**src/rtl/wb_stage_mc.sv**
```systemverilog
// Multi-cycle write-back stage: retires ALU results in one cycle, and holds loads
// in WAIT_MEM until the memory response arrives or the timeout expires.
module wb_stage_mc #(
   parameter int DATA_WIDTH     = 32,
   parameter int REG_ADDR_WIDTH = 4,
   parameter int TIMEOUT_CYCLES = 64
) (
   input  logic                      clk,
   input  logic                      rst,
   input  logic                      in_valid,
   output logic                      in_ready,
   input  logic                      MEM_R_EN,
   input  logic                      WB_EN,
   input  logic [REG_ADDR_WIDTH-1:0] Dest,
   input  logic [DATA_WIDTH-1:0]     ALU_res,
   input  logic [1:0]                ld_size,
   input  logic                      ld_signed,
   input  logic [1:0]                addr_lo,
   input  logic                      mem_rsp_valid,
   input  logic [DATA_WIDTH-1:0]     mem_rsp_data,
   input  logic                      err_clr,
   output logic                      WB_EN_out,
   output logic [REG_ADDR_WIDTH-1:0] WB_Dest,
   output logic [DATA_WIDTH-1:0]     WB_Value,
   output logic                      busy,
   output logic [REG_ADDR_WIDTH-1:0] pending_dest,
   output logic                      err_timeout,
   output logic                      err_spurious
);

   localparam int CW = (TIMEOUT_CYCLES > 2) ? $clog2(TIMEOUT_CYCLES) : 1;
   localparam logic [CW-1:0] CNT_LAST = CW'(TIMEOUT_CYCLES - 1);

   typedef enum logic {S_IDLE, S_WAIT_MEM} state_t;

   state_t                    state_q, state_d;
   logic [CW-1:0]             cnt_q, cnt_d;
   logic [REG_ADDR_WIDTH-1:0] ld_dest_q, ld_dest_d;
   logic                      ld_wben_q, ld_wben_d;
   logic [1:0]                ld_size_q, ld_size_d;
   logic                      ld_signed_q, ld_signed_d;
   logic [1:0]                ld_addr_q, ld_addr_d;
   logic                      wb_en_q, wb_en_d;
   logic [REG_ADDR_WIDTH-1:0] wb_dest_q, wb_dest_d;
   logic [DATA_WIDTH-1:0]     wb_value_q, wb_value_d;
   logic                      err_to_q, err_to_d;
   logic                      err_sp_q, err_sp_d;
   logic                      accept;

   // Sub-word lanes are always taken from the low 32 bits of the response.
   function automatic logic [DATA_WIDTH-1:0] extract_load(
      input logic [DATA_WIDTH-1:0] d,
      input logic [1:0]            sz,
      input logic                  sgn,
      input logic [1:0]            a
   );
      logic [15:0] h;
      logic [7:0]  b;
      h = a[1] ? d[31:16] : d[15:0];
      case (a)
         2'd0:    b = d[7:0];
         2'd1:    b = d[15:8];
         2'd2:    b = d[23:16];
         default: b = d[31:24];
      endcase
      case (sz)
         2'b01:   extract_load = {{(DATA_WIDTH-16){sgn & h[15]}}, h};
         2'b10:   extract_load = {{(DATA_WIDTH-8){sgn & b[7]}}, b};
         default: extract_load = d;
      endcase
   endfunction

   assign in_ready = (state_q == S_IDLE);
   assign accept   = in_valid && in_ready;

   always_comb begin
      state_d     = state_q;
      cnt_d       = cnt_q;
      ld_dest_d   = ld_dest_q;
      ld_wben_d   = ld_wben_q;
      ld_size_d   = ld_size_q;
      ld_signed_d = ld_signed_q;
      ld_addr_d   = ld_addr_q;
      wb_en_d     = 1'b0;
      wb_dest_d   = wb_dest_q;
      wb_value_d  = wb_value_q;
      err_to_d    = err_to_q & ~err_clr;
      err_sp_d    = err_sp_q & ~err_clr;

      case (state_q)
         S_IDLE: begin
            if (mem_rsp_valid) err_sp_d = 1'b1;
            if (accept) begin
               if (MEM_R_EN) begin
                  state_d     = S_WAIT_MEM;
                  cnt_d       = '0;
                  ld_dest_d   = Dest;
                  ld_wben_d   = WB_EN;
                  ld_size_d   = ld_size;
                  ld_signed_d = ld_signed;
                  ld_addr_d   = addr_lo;
               end else begin
                  wb_en_d    = WB_EN;
                  wb_dest_d  = Dest;
                  wb_value_d = ALU_res;
               end
            end
         end
         default: begin
            cnt_d = cnt_q + 1'b1;
            if (mem_rsp_valid) begin
               state_d    = S_IDLE;
               wb_en_d    = ld_wben_q;
               wb_dest_d  = ld_dest_q;
               wb_value_d = extract_load(mem_rsp_data, ld_size_q, ld_signed_q, ld_addr_q);
            end else if (cnt_q == CNT_LAST) begin
               state_d  = S_IDLE;
               err_to_d = 1'b1;
            end
         end
      endcase
   end

   always_ff @(posedge clk or negedge rst) begin
      if (!rst) begin
         state_q     <= S_IDLE;
         cnt_q       <= '0;
         ld_dest_q   <= '0;
         ld_wben_q   <= 1'b0;
         ld_size_q   <= 2'b00;
         ld_signed_q <= 1'b0;
         ld_addr_q   <= 2'b00;
         wb_en_q     <= 1'b0;
         wb_dest_q   <= '0;
         wb_value_q  <= '0;
         err_to_q    <= 1'b0;
         err_sp_q    <= 1'b0;
      end else begin
         state_q     <= state_d;
         cnt_q       <= cnt_d;
         ld_dest_q   <= ld_dest_d;
         ld_wben_q   <= ld_wben_d;
         ld_size_q   <= ld_size_d;
         ld_signed_q <= ld_signed_d;
         ld_addr_q   <= ld_addr_d;
         wb_en_q     <= wb_en_d;
         wb_dest_q   <= wb_dest_d;
         wb_value_q  <= wb_value_d;
         err_to_q    <= err_to_d;
         err_sp_q    <= err_sp_d;
      end
   end

   assign WB_EN_out    = wb_en_q;
   assign WB_Dest      = wb_dest_q;
   assign WB_Value     = wb_value_q;
   assign busy         = (state_q == S_WAIT_MEM);
   assign pending_dest = busy ? ld_dest_q : '0;
   assign err_timeout  = err_to_q;
   assign err_spurious = err_sp_q;

endmodule
```
**config.mk**
```make
export PLATFORM = sky130hd
export DESIGN_NAME = wb_stage_mc
export DESIGN_NICKNAME = d
export VERILOG_FILES = /design/src/rtl/wb_stage_mc.sv
export SDC_FILE = /design/constraint.sdc
export NUM_CORES = 1
export LEC_CHECK = 0
export CORE_MARGIN = 2
export CORE_UTILIZATION = 47
export DETAILED_ROUTE_END_ITERATION = 10
export GPL_TIMING_DRIVEN = 0
export PLACE_DENSITY = 0.86
export SYNTH_ARGS = -nofsm -noshare
export SYNTH_HDL_FRONTEND = slang
export SYNTH_SLANG_ARGS = --single-unit
```
**constraint.sdc**
```tcl
create_clock -name clk -period 2.8 [get_ports clk]
set_input_delay 0.56 -clock clk [delete_from_list [all_inputs] [get_ports clk]]
set_output_delay 0.56 -clock clk [all_outputs]
set_load 0.005 [all_outputs]
```
==> impl_metrics.py <==
metrics = {
    "status": {
        "status": "finished clean",
    },
    "sta": {
        "relSlewSlack": 0.527,
        "finClkSkew_ns": 0.00970,
        "hold_violations": 0,
        "rsz0062_at_grt": "no",
        "setup_viol": 0,
        "worst_slack_ns": 0.134,
        "fin_hold_ws_ns": 0.277,
        "worst_pin_slew_ns": 0.709,
        "finalMaxSlewViolations": 0,
        "fmax_mhz": 375,
        "period_minus_slack_ns": 2.67,
        "min_period_over_period": 0.952,
    },
    "critical_path": {
        "critical_path.max_stage_delay_ns": 0.59,
        "worstPathArrival_ns": 2.11,
        "crit_fanout": 10,
        "critPathRequiredTime_ns": 2.24,
        "worstPathCellList": "buf_2 -> inv_1 -> buf_1 -> clkdlybuf4s50_1",
        "worst_setup_path_start_kind": "flip-flop",
        "crit_path_end_kind": "primary output",
        "crit_type": "flip-flop to primary output",
        "crit_slowest_cell": "clkdlybuf4s50_1",
    },
    "global_routing": {
        "grt_pass1_wl_um": 15900,
        "grt_pass1_vias": 3217,
        "grt_usage": 0.276,
        "antenna_found_initial": 0,
        "grt.overflow.total": 0,
        "grt_max_degree": 31,
    },
    "power": {
        "ir_drop_mv": 0.394,
        "internal_power_mw": 1.97,
        "power.switching_mw": 1.05,
        "switching_share": 0.347,
        "p_leak_nw": 1.91,
        "seq_power_share": 0.393,
        "p_comb_frac": 0.452,
        "clockPowerShare": 0.155,
        "p_per_area_nw_per_um2": 659,
    },
    "clock_tree": {
        "cts_buffers": 5,
        "htree_levels": 2,
        "numClockSinks": 56,
        "ctsRootBufferMaster": "clkbuf_8",
        "worst_skew_pair.late_latency_ns": 0.32,
        "cts_resized": 0,
        "cts_hold_buf": 0,
        "cts.clk_slew.worst_paths_ns": 0.10,
        "cts_setup_buffers": 0,
        "cts_tree": "yes",
        "cts_max_path_buffers": 2,
    },
    "cells_and_area": {
        "drive_gt1_frac": 0.114,
        "antenna_cells": 0,
        "syn_to_final_growth_pct": 46.1,
        "final_cell_mix": "clkdlybuf4s50_1 (123), dfrtp_1 (56), nand2_1 (42)",
        "fin_area_um2": 4580,
        "seq_area_um2": 1400,
        "nFillCells": 497,
        "multiInputGateArea_um2": 1550,
        "layout.nets": 545,
        "final_common_cell": "clkdlybuf4s50_1",
        "stdcell_count": 540,
    },
    "synthesis": {
        "ys_seq_elements": 56,
        "ys.flop_type": "dfrtp_1",
        "syn_area_um2": 3130,
        "synth_area_leader_cell": "dfrtp_1",
        "syn-num-nets": 413,
        "synth_cell_types": 40,
        "syn_inst": 330,
        "ys_seq_area_frac": 0.447,
        "synth_area_per_cell_um2": 9.49,
        "synth_enable_flop_cells": 0,
        "synth_area_leaders": "dfrtp_1 (45%), nand2_1 (5.0%), a211oi_1 (4.8%)",
        "synth_top_area_frac": 0.447,
        "yosysWarnings": 0,
        "ys_async_sr_fraction": 1.00,
    },
    "floorplanning": {
        "dieWidth_um": 85.6,
        "io_pins": 125,
        "dieArea_um2": 7330,
        "coreArea_um2": 6390,
        "rows": 29,
        "initial_core_util": 0.490,
        "die_h_um": 85.6,
    },
    "routing": {
        "drt_first_pass_iters": 5,
        "drt_iter0_drc": 219,
        "viasPerCell": 5.95,
        "num_vias": 3214,
        "drtAntennaViolNets": 0,
        "post_drt_wl_per_cell_um": 18.5,
        "route.detailed.drc": 0,
        "drt_wl_total_um": 9990,
    },
    "job": {
        "drv_cap": 0,
    },
    "min_path": {
        "hold_class": "primary input to asynchronous set/reset pin",
    },
    "place": {
        "gp_congestion": 0.911,
        "numPortBuffers": 124,
        "dp_cells": 532,
        "postPlaceCellArea_um2": 4480,
        "dpl.hpwl_um": 7690,
        "detailedPlace.worstSlack_ns": 0.482,
    },
}
## kinds of logic after synthesis
| group | after synthesis | synth area share |
|---|---|---|
| adder cells (fa/ha/maj) | 3 | 0.0120 |
| XOR/XNOR | 1 | 0.00280 |
| AO/OA/AOI/OAI | 104 | 0.254 |
| multiplexers | 21 | 0.0711 |
| flip-flops | 56 | 0.447 |
| AND/OR/NAND/NOR | 109 | 0.156 |
| buffers and inverters | 36 | 0.0563 |
## synthesized netlist by cell type, types with 3 or more instances
cell / count
a211oi_2: 10
nand2b_1: 3
a211oi_1: 20
o21ai_1: 8
a22o_1: 10
buf_2: 9
a222oi_1: 7
a21oi_1: 6
and3_1: 4
inv_1: 13
ha_1: 3
dfrtp_1: 56
mux2_2: 10
nand3_1: 3
o21ai_0: 26
clkbuf_1: 5
nand2_1: 42
mux2i_1: 11
nor3_1: 17
nor2_1: 31
o211ai_1: 7
buf_6: 3
and2_1: 5
## routing by layer
metal / wire (um) / up-vias / GRT usage
li1: - / 1466 / -
met1: 4030 / 1527 / 0.366
met2: 4730 / 195 / 0.454
met3: 1020 / 26 / 0.0626
met4: 221 / 0 / 0.0851
met5: 0 / - / 0
## per-stage QoR
stage | util | TNS [ns] | power, mW
after floorplan | - | 0 | 1.83
after global placement | 0.700 | -31.33 | 2.50
after detailed placement | 0.702 | 0 | 2.55
after CTS | 0.717 | 0 | 3.02
after global routing | 0.717 | 0 | 3.19
final | 0.717 | 0 | 3.01
## final timing paths
path | from | to | slack, ns | cells past startpoint
max in group asynchronous | rst | WB_Value[18] | 1.92 | 2
max reg2reg | ld_size_q[0] | WB_Value[5] | 0.77 | 6
min reg2reg | WB_Dest[2] | WB_Dest[2] | 0.50 | 2
max | busy | in_ready | 0.13 | 4
min | rst | WB_EN_out | 0.28 | 1
min in group clk | WB_Dest[2] | WB_Dest[2] | 0.50 | 2
## power groups by stage
stage               clock network, mW  logic (mW)  registers (mW)
finish                          0.467        1.36            1.18
CTS                             0.475        1.36            1.18
global placement                    0        1.32            1.19
detailed placement                  0        1.36            1.19
floorplan                           0       0.650            1.18
global route                    0.501        1.48            1.21
## sequential cells by signal, summed over array words and instances (netlist names)
name / flops
cnt_q: 6
ld_wben_q: 1
ld_signed_q: 1
ld_dest_q: 4
err_timeout: 1
WB_EN_out: 1
err_spurious: 1
WB_Value: 32
busy: 1
ld_addr_q: 2
ld_size_q: 2
WB_Dest: 4
## worst max-delay path: cells and delay by family, from the launching register on
| kind | cells | cell delay [ns] |
|---|---|---|
| buf+inv | 4 | 1.40 |
| flops | 1 | 0.40 |
## cell type report
class,count,area share
Buffer,21,0.0257
Clock buffer,6,0.0180
Clock inverter,2,0.00219
Inverter,15,0.0128
Multi-Input combinational cell,238,0.340
Sequential cell,56,0.306
Tap cell,77,0.0210
Timing Repair Buffer,125,0.274
Note: power is estimated with default switching activity, not from simulation.
